**config.mk**
```make
export PLATFORM = sky130hd
export DESIGN_NAME = s4_error_correct_flat
export DESIGN_NICKNAME = d
export VERILOG_FILES = /design/src/rtl/s4_error_correct_if.sv /design/src/rtl/s4_error_correct.sv /design/src/flat_wrapper.sv
export SDC_FILE = /design/constraint.sdc
export NUM_CORES = 2
export LEC_CHECK = 0
export BUFFER_PORTS_ARGS = -buffer_cell sky130_fd_sc_hd__buf_2
export CORE_MARGIN = 8
export CORE_UTILIZATION = 60
export DETAILED_ROUTE_END_ITERATION = 10
export PLACE_DENSITY_LB_ADDON = 0.12
export SYNTH_ARGS = -nofsm -noshare
export SYNTH_HDL_FRONTEND = slang
export SYNTH_MEMORY_MAX_BITS = 65536
export SYNTH_SLANG_ARGS = --single-unit
```
**constraint.sdc**
```tcl
create_clock -name clk -period 7.89 [get_ports clk]
set_clock_uncertainty 0.1 [all_clocks]
set_input_delay 1.578 -clock clk [delete_from_list [all_inputs] [get_ports clk]]
set_output_delay 1.578 -clock clk [all_outputs]
set_load 0.02 [all_outputs]
```
**src/rtl/s4_error_correct_if.sv**
```systemverilog
// -----------------------------------------------------------------------------
// s4_error_correct_if
// Bundles every non-clock/reset signal of the s4_error_correct stage.
//   Inputs to the stage : rs_ena, din_* (received words), csee_in_process,
//                         rs_error_data/rs_error_sync (error patterns),
//                         rs_decode_fail.
//   Outputs of the stage: dout_* (corrected words), fail_vld/fail (per-frame
//                         status), buf_ovf/buf_udf/sof_err (sticky flags).
//   Optional (macro S4_EC_STATS_EN): frm_cnt/fail_cnt frame statistics.
// Modports: slave = the correction stage, master = whoever drives it.
// -----------------------------------------------------------------------------
interface s4_error_correct_if;
   logic        rs_ena;
   logic        din_vld;
   logic        din_sof;
   logic [63:0] din_data;
   logic [11:0] din_sync;
   logic        csee_in_process;
   logic [63:0] rs_error_data;
   logic [11:0] rs_error_sync;
   logic        rs_decode_fail;

   logic        dout_vld;
   logic        dout_sof;
   logic        dout_eof;
   logic [63:0] dout_data;
   logic [11:0] dout_sync;
   logic        fail_vld;
   logic        fail;
   logic        buf_ovf;
   logic        buf_udf;
   logic        sof_err;
`ifdef S4_EC_STATS_EN
   logic [15:0] frm_cnt;
   logic [15:0] fail_cnt;
`endif

   modport slave (
      input  rs_ena, din_vld, din_sof, din_data, din_sync, csee_in_process,
             rs_error_data, rs_error_sync, rs_decode_fail,
      output dout_vld, dout_sof, dout_eof, dout_data, dout_sync, fail_vld, fail,
             buf_ovf, buf_udf, sof_err
`ifdef S4_EC_STATS_EN
           , frm_cnt, fail_cnt
`endif
   );

   modport master (
      output rs_ena, din_vld, din_sof, din_data, din_sync, csee_in_process,
             rs_error_data, rs_error_sync, rs_decode_fail,
      input  dout_vld, dout_sof, dout_eof, dout_data, dout_sync, fail_vld, fail,
             buf_ovf, buf_udf, sof_err
`ifdef S4_EC_STATS_EN
           , frm_cnt, fail_cnt
`endif
   );
endinterface

```
**src/rtl/s4_error_correct.sv**
```systemverilog
// -----------------------------------------------------------------------------
// s4_error_correct
// Error-correction stage after the Chien search / error evaluator. Received
// words (with the frame's sync header) are buffered in a circular FIFO while
// the upstream decoder works; each cycle the search is active one word is
// popped and XORed with that cycle's error pattern. A per-frame fail report
// is produced two cycles after the last word of the frame is popped.
// Ports:
//   clk  - clock
//   rstn - asynchronous active-low reset
//   bus  - s4_error_correct_if.slave (data in/out, error patterns, flags)
// Optional feature: define S4_EC_STATS_EN to add saturating frm_cnt/fail_cnt.
// -----------------------------------------------------------------------------
module s4_error_correct #(
   parameter int BUF_AW      = 6,
   parameter int FRAME_WORDS = 24
) (
   input  logic              clk,
   input  logic              rstn,
   s4_error_correct_if.slave bus
);
   localparam int                DEPTH   = 1 << BUF_AW;
   localparam int                WI_W    = $clog2(FRAME_WORDS);
   localparam logic [WI_W-1:0]   WI_LAST = WI_W'(FRAME_WORDS - 1);
   localparam logic [WI_W-1:0]   WI_ONE  = WI_W'(1);
   localparam logic [BUF_AW:0]   PTR_ONE = (BUF_AW + 1)'(1);

   typedef enum logic {S_IDLE, S_CORR} state_t;

   typedef struct packed {
      logic        sof;
      logic [11:0] sync;
      logic [63:0] data;
   } entry_t;

   entry_t          mem_q [DEPTH];
   logic [BUF_AW:0] wr_ptr_q, wr_ptr_d, rd_ptr_q, rd_ptr_d;
   state_t          state_q, state_d;
   logic [WI_W-1:0] wi_q, wi_d;
   logic            dout_vld_q, dout_vld_d, dout_sof_q, dout_sof_d, dout_eof_q, dout_eof_d;
   logic [63:0]     dout_data_q, dout_data_d;
   logic [11:0]     dout_sync_q, dout_sync_d;
   logic            eof_p1_q, eof_p1_d;
   logic            fail_vld_q, fail_vld_d, fail_q, fail_d;
   logic            buf_ovf_q, buf_ovf_d, buf_udf_q, buf_udf_d, sof_err_q, sof_err_d;
`ifdef S4_EC_STATS_EN
   logic [15:0]     frm_cnt_q, frm_cnt_d, fail_cnt_q, fail_cnt_d;
`endif

   logic            full, empty, pop, pop_hit, push, wi_first, wi_last;
   logic [WI_W-1:0] cur_wi;
   entry_t          rd_entry, wr_entry;

   // Next-state logic: FIFO pointers, word-index FSM, output pipeline, report
   // pipe and sticky flags. rs_ena low overrides everything with a flush.
   always_comb begin
      full     = (wr_ptr_q[BUF_AW] != rd_ptr_q[BUF_AW]) &&
                 (wr_ptr_q[BUF_AW-1:0] == rd_ptr_q[BUF_AW-1:0]);
      empty    = (wr_ptr_q == rd_ptr_q);
      pop      = bus.rs_ena & bus.csee_in_process;
      pop_hit  = pop & ~empty;
      // A pop in the same cycle frees a slot, so a push into a full buffer is fine.
      push     = bus.rs_ena & bus.din_vld & (~full | pop_hit);
      // The IDLE cycle in which the search starts is already word 0 of the frame.
      cur_wi   = (state_q == S_CORR) ? wi_q : '0;
      wi_first = (cur_wi == '0);
      wi_last  = (cur_wi == WI_LAST);
      rd_entry = empty ? entry_t'('0) : mem_q[rd_ptr_q[BUF_AW-1:0]];
      wr_entry = {bus.din_sof, (bus.din_sof ? bus.din_sync : 12'h000), bus.din_data};

      wr_ptr_d    = push    ? wr_ptr_q + PTR_ONE : wr_ptr_q;
      rd_ptr_d    = pop_hit ? rd_ptr_q + PTR_ONE : rd_ptr_q;
      state_d     = state_q;
      wi_d        = wi_q;
      dout_vld_d  = 1'b0;
      dout_sof_d  = 1'b0;
      dout_eof_d  = 1'b0;
      dout_data_d = dout_data_q;
      dout_sync_d = dout_sync_q;
      eof_p1_d    = pop & wi_last;
      fail_vld_d  = eof_p1_q;
      fail_d      = eof_p1_q ? bus.rs_decode_fail : fail_q;
      buf_ovf_d   = buf_ovf_q | (bus.rs_ena & bus.din_vld & full & ~pop_hit);
      buf_udf_d   = buf_udf_q | (pop & empty);
      sof_err_d   = sof_err_q | (pop_hit & (rd_entry.sof != wi_first));

      if (pop) begin
         dout_vld_d  = 1'b1;
         dout_eof_d  = wi_last;
         dout_data_d = rd_entry.data ^ bus.rs_error_data;
         if (wi_first) begin
            dout_sof_d  = 1'b1;
            dout_sync_d = rd_entry.sync ^ bus.rs_error_sync;
         end
         if (wi_last) begin
            state_d = S_IDLE;
            wi_d    = '0;
         end else begin
            state_d = S_CORR;
            wi_d    = cur_wi + WI_ONE;
         end
      end

`ifdef S4_EC_STATS_EN
      frm_cnt_d  = frm_cnt_q;
      fail_cnt_d = fail_cnt_q;
      if (fail_vld_q && (frm_cnt_q != 16'hFFFF))
         frm_cnt_d = frm_cnt_q + 16'd1;
      if (fail_vld_q && fail_q && (fail_cnt_q != 16'hFFFF))
         fail_cnt_d = fail_cnt_q + 16'd1;
`endif

      if (!bus.rs_ena) begin
         wr_ptr_d    = '0;
         rd_ptr_d    = '0;
         state_d     = S_IDLE;
         wi_d        = '0;
         dout_data_d = '0;
         dout_sync_d = '0;
         eof_p1_d    = 1'b0;
         fail_vld_d  = 1'b0;
         fail_d      = 1'b0;
         buf_ovf_d   = 1'b0;
         buf_udf_d   = 1'b0;
         sof_err_d   = 1'b0;
`ifdef S4_EC_STATS_EN
         frm_cnt_d   = '0;
         fail_cnt_d  = '0;
`endif
      end
   end

   // Buffer storage; contents are don't-care until written, so no reset.
   always_ff @(posedge clk) begin
      if (push) mem_q[wr_ptr_q[BUF_AW-1:0]] <= wr_entry;
   end

   // All control state and registered outputs.
   always_ff @(posedge clk or negedge rstn) begin
      if (!rstn) begin
         wr_ptr_q    <= '0;
         rd_ptr_q    <= '0;
         state_q     <= S_IDLE;
         wi_q        <= '0;
         dout_vld_q  <= 1'b0;
         dout_sof_q  <= 1'b0;
         dout_eof_q  <= 1'b0;
         dout_data_q <= '0;
         dout_sync_q <= '0;
         eof_p1_q    <= 1'b0;
         fail_vld_q  <= 1'b0;
         fail_q      <= 1'b0;
         buf_ovf_q   <= 1'b0;
         buf_udf_q   <= 1'b0;
         sof_err_q   <= 1'b0;
`ifdef S4_EC_STATS_EN
         frm_cnt_q   <= '0;
         fail_cnt_q  <= '0;
`endif
      end else begin
         wr_ptr_q    <= wr_ptr_d;
         rd_ptr_q    <= rd_ptr_d;
         state_q     <= state_d;
         wi_q        <= wi_d;
         dout_vld_q  <= dout_vld_d;
         dout_sof_q  <= dout_sof_d;
         dout_eof_q  <= dout_eof_d;
         dout_data_q <= dout_data_d;
         dout_sync_q <= dout_sync_d;
         eof_p1_q    <= eof_p1_d;
         fail_vld_q  <= fail_vld_d;
         fail_q      <= fail_d;
         buf_ovf_q   <= buf_ovf_d;
         buf_udf_q   <= buf_udf_d;
         sof_err_q   <= sof_err_d;
`ifdef S4_EC_STATS_EN
         frm_cnt_q   <= frm_cnt_d;
         fail_cnt_q  <= fail_cnt_d;
`endif
      end
   end

   assign bus.dout_vld  = dout_vld_q;
   assign bus.dout_sof  = dout_sof_q;
   assign bus.dout_eof  = dout_eof_q;
   assign bus.dout_data = dout_data_q;
   assign bus.dout_sync = dout_sync_q;
   assign bus.fail_vld  = fail_vld_q;
   assign bus.fail      = fail_q;
   assign bus.buf_ovf   = buf_ovf_q;
   assign bus.buf_udf   = buf_udf_q;
   assign bus.sof_err   = sof_err_q;
`ifdef S4_EC_STATS_EN
   assign bus.frm_cnt   = frm_cnt_q;
   assign bus.fail_cnt  = fail_cnt_q;
`endif
endmodule

```
**src/flat_wrapper.sv**
```systemverilog
// flat-port wrapper written by rule: the top's interface ports become plain ports
module s4_error_correct_flat 
#(
   parameter int BUF_AW      = 6,
   parameter int FRAME_WORDS = 24
)
  (clk, rstn, bus_rs_ena, bus_din_vld, bus_din_sof, bus_din_data, bus_din_sync, bus_csee_in_process, bus_rs_error_data, bus_rs_error_sync, bus_rs_decode_fail, bus_dout_vld, bus_dout_sof, bus_dout_eof, bus_dout_data, bus_dout_sync, bus_fail_vld, bus_fail, bus_buf_ovf, bus_buf_udf, bus_sof_err);
  s4_error_correct_if bus_i ();
  input  logic clk;
  input  logic rstn;
  input wire logic [$bits(bus_i.rs_ena)-1:0] bus_rs_ena;
  input wire logic [$bits(bus_i.din_vld)-1:0] bus_din_vld;
  input wire logic [$bits(bus_i.din_sof)-1:0] bus_din_sof;
  input wire logic [$bits(bus_i.din_data)-1:0] bus_din_data;
  input wire logic [$bits(bus_i.din_sync)-1:0] bus_din_sync;
  input wire logic [$bits(bus_i.csee_in_process)-1:0] bus_csee_in_process;
  input wire logic [$bits(bus_i.rs_error_data)-1:0] bus_rs_error_data;
  input wire logic [$bits(bus_i.rs_error_sync)-1:0] bus_rs_error_sync;
  input wire logic [$bits(bus_i.rs_decode_fail)-1:0] bus_rs_decode_fail;
  output wire logic [$bits(bus_i.dout_vld)-1:0] bus_dout_vld;
  output wire logic [$bits(bus_i.dout_sof)-1:0] bus_dout_sof;
  output wire logic [$bits(bus_i.dout_eof)-1:0] bus_dout_eof;
  output wire logic [$bits(bus_i.dout_data)-1:0] bus_dout_data;
  output wire logic [$bits(bus_i.dout_sync)-1:0] bus_dout_sync;
  output wire logic [$bits(bus_i.fail_vld)-1:0] bus_fail_vld;
  output wire logic [$bits(bus_i.fail)-1:0] bus_fail;
  output wire logic [$bits(bus_i.buf_ovf)-1:0] bus_buf_ovf;
  output wire logic [$bits(bus_i.buf_udf)-1:0] bus_buf_udf;
  output wire logic [$bits(bus_i.sof_err)-1:0] bus_sof_err;
  assign bus_i.rs_ena = bus_rs_ena;
  assign bus_i.din_vld = bus_din_vld;
  assign bus_i.din_sof = bus_din_sof;
  assign bus_i.din_data = bus_din_data;
  assign bus_i.din_sync = bus_din_sync;
  assign bus_i.csee_in_process = bus_csee_in_process;
  assign bus_i.rs_error_data = bus_rs_error_data;
  assign bus_i.rs_error_sync = bus_rs_error_sync;
  assign bus_i.rs_decode_fail = bus_rs_decode_fail;
  assign bus_dout_vld = bus_i.dout_vld;
  assign bus_dout_sof = bus_i.dout_sof;
  assign bus_dout_eof = bus_i.dout_eof;
  assign bus_dout_data = bus_i.dout_data;
  assign bus_dout_sync = bus_i.dout_sync;
  assign bus_fail_vld = bus_i.fail_vld;
  assign bus_fail = bus_i.fail;
  assign bus_buf_ovf = bus_i.buf_ovf;
  assign bus_buf_udf = bus_i.buf_udf;
  assign bus_sof_err = bus_i.sof_err;
  s4_error_correct #(.BUF_AW(BUF_AW), .FRAME_WORDS(FRAME_WORDS)) u_core (.clk(clk), .rstn(rstn), .bus(bus_i));
endmodule
```
==> results.toml <==
[setup_path]
cp-end-kind = "flop"
worstSetupStartpointType = "flop"
worstSetupPathType = "reg2reg"
crit_path_max_fanout = 31
crit_required_ns = 8.69
arrival_ns = 5.93

[placed_design]
port_buffers = 242
dpl.hpwl_um = 317000
place_congestion = 0.893

[synth]
syn_avg_cell_area_um2 = 21.5
synth_top_area_share_pct = 76.1
synth.area.top_cells = "edfxtp_1 76%, mux4_2 11%, mux2i_1 3.3%, dfrtp_1 1.4%, mux2_2 0.67%"
syn_area_um2 = 195000
synth-seq-cells = 5033
synth_top_area_cell = "edfxtp_1"
synth_nets = 9197
synth.yosys.seq_area_share_pct = 77.4
synth_compound_area_share_pct = 3.61
synthDistinctLibCells = 72
synth_warnings = 0
syn_inst = 9034
synth-simple-area-share_pct = 1.76
synth_top_family_by_area = "multiplexers"
synth_mux_area_share_pct = 15.3
yosys.area_share.xor_xnor_pct = 0.0900
synth_common_cells = "4928 x edfxtp_1, 976 x mux4_2, 650 x mux2i_1, 244 x nand2_1, 222 x clkbuf_1"
yosys.cell_count.top_type = "edfxtp_1"
ys_async_sr_fraction_pct = 2.09
yosys.area_share.adder_pct = 0.0257
synth_edf_count = 4928
synth_ff_type = "edfxtp_1"

[routing]
post_drt_wl_per_cell_um = 38.3
drt-initial-drc-count = 14800
drc_errors = 0
routed_via_density = 7.00
dr_total_vias = 101000
drtPass1Iterations = 6
routed_wl_um = 550000
ant_nets = 0

[job]
maxCapViolCount = 0

[clocking]
postCtsHoldBufs = 0
cts_num_sinks = 5033
cts.path.max_buffers = 4
cts_root_buf = "clkbuf_16"
tritoncts = "yes"
path_clk_slew_ns = 0.06
h-tree-depth = 6
cts_buffers = 518
cts_resized = 0
insertion_delay_ns = 1.02
postCtsSetupBuffers = 0

[grt]
grt_start_max_net_pins = 125
grt_usage_pct = 31.8
gr-total-overflow = 0
antenna_found_initial = 31
grt_pass1_wl_um = 765000
grt_pass1_vias = 99000

[die]
initial_core_util_pct = 60.1
die_x_um = 585
row_count = 209
coreArea_um2 = 323000
die_area_um2 = 343000
pin_count = 243
die_h_um = 585

[sta]
whs_ns = 0.395
tns_ns = 0
hold_viol_final = 0
fin_crit_ns = 5.14
layout_worst_path_cycle_share_pct = 65.1
max-slew-margin-rel_pct = 6.43
slew_viol_final = 0
worstMarginPinSlew_ns = 1.40
fmax_mhz = 195
setup_violations = 0
rsz0062_at_grt = "no"

[layout]
n_fill_cell = 20200
synthToLayoutAreaGrowth_pct = 12.4
seqCellArea_um2 = 151000
multiInputGateArea_um2 = 41300
drive_above_1_share_pct = 25.3
nNetsFinal = 9789

[hold_path]
hold_class = "reg2reg"

[run_status]
outcome = "completed"

[pwr]
p_leak_nw = 66.8
powerDensity_nw_per_um2 = 278
peakVddDrop_v = 0.000251
power breakdown:
part / switching [mW] / leakage (nW) / internal (mW)
logic: 4.33 / 13.4 / 3.17
clock network: 10.1 / 7.93 / 13.6
registers: 0.134 / 45.4 / 29.5
cell type report:
class | count | area share [%]
multi-input combinational | 3414 | 18.9
tap | 4325 | 2.48
antenna | 8 | 0.00916
sequential | 5033 | 68.9
inverter | 49 | 0.0876
timing repair buffer | 610 | 2.21
clock buffer | 676 | 6.36
clock inverter | 250 | 1.09
cell usage in the layout (no fill, tap or decap), types with 68 or more instances in the layout:
master	Yosys	final
a211oi_1	89	83
edfxtp_1	4928	4928
clkinv_1	2	90
mux4_2	976	976
mux2i_1	650	650
nor2_1	153	81
clkbuf_1	222	136
clkbuf_16	0	530
clkinv_2	0	68
buf_2	125	239
dfrtp_1	105	99
o22ai_1	120	120
nand3_1	98	95
o21ai_0	84	84
o221ai_1	100	100
mux2_2	116	116
buf_4	77	301
a22oi_1	81	81
nand2_1	244	243
nor2_4	0	68
per-stage QoR:
step	cells	setup WS [ns]	util (%)	power, mW	instance area [um2]
6_report	14400	2.75	67.6	60.8	219000
5_1_grt	14400	2.67	67.6	62.3	219000
4_1_cts	14400	2.80	67.6	61.0	219000
3_5_place_dp	13400	1.83	62.5	37.7	202000
3_3_place_gp	13400	1.86	62.5	37.6	202000
2_1_floorplan	9034	1.06	-	35.4	195000
kinds of logic after synthesis:
family,count (synthesis)
AND/OR/NAND/NOR,729
AO/OA/AOI/OAI,918
XOR/XNOR,20
flip-flops,5033
multiplexers,1743
buffers and inverters,587
adder cells (fa/ha/maj),4
critical path: stages (launching register included):
cell       delay, ns
dfrtp_4         0.89
buf_4           0.50
buf_4           0.61
buf_4           0.53
mux2_2          0.37
a221oi_1        0.14
a2111oi_1       1.18
buf_4           0.33
o2111ai_1       0.13
o311ai_1        0.13
state kept, by name, indices dropped and copies added, names as in the netlist:
| name | flops |
|---|---|
| u_core.bus.buf_ovf | 1 |
| u_core.bus.buf_udf | 1 |
| u_core.bus.dout_data | 64 |
| u_core.bus.dout_eof | 1 |
| u_core.bus.dout_sof | 1 |
| u_core.bus.dout_sync | 12 |
| u_core.bus.dout_vld | 1 |
| u_core.bus.fail | 1 |
| u_core.bus.fail_vld | 1 |
| u_core.bus.sof_err | 1 |
| u_core.eof_p1_q | 1 |
| u_core.mem_q | 4928 |
| u_core.rd_ptr_q | 7 |
| u_core.state_q | 1 |
| u_core.wi_q | 5 |
| u_core.wr_ptr_q | 7 |
final timing paths:
check | from | endpoint | slack [ns] | depth (start not counted)
worst min register to register | u_core.bus.dout_sync[6] | u_core.bus.dout_sync[6] | 0.40 | 1
worst max-delay path | u_core.rd_ptr_q[2] | u_core.bus.dout_data[37] | 2.75 | 9
max in group asynchronous | rstn | u_core.bus.dout_data[2] | 5.94 | 2
min in group asynchronous | rstn | u_core.bus.dout_data[41] | 0.45 | 1
worst min-delay path | u_core.bus.dout_sync[6] | u_core.bus.dout_sync[6] | 0.40 | 1
worst max register to register | u_core.rd_ptr_q[2] | u_core.bus.dout_data[37] | 2.75 | 9
metal layers:
| metal | share of wire, % | up-vias | global-route usage (%) |
|---|---|---|---|
| met5 | 0.0094 | - | 0 |
| met4 | 5.2 | 8 | 13.8 |
| met3 | 12 | 1070 | 6.95 |
| met2 | 46 | 6948 | 48.7 |
| met1 | 37 | 53100 | 44.9 |
| li1 | - | 39500 | - |
(Power assumes the default switching activity.)
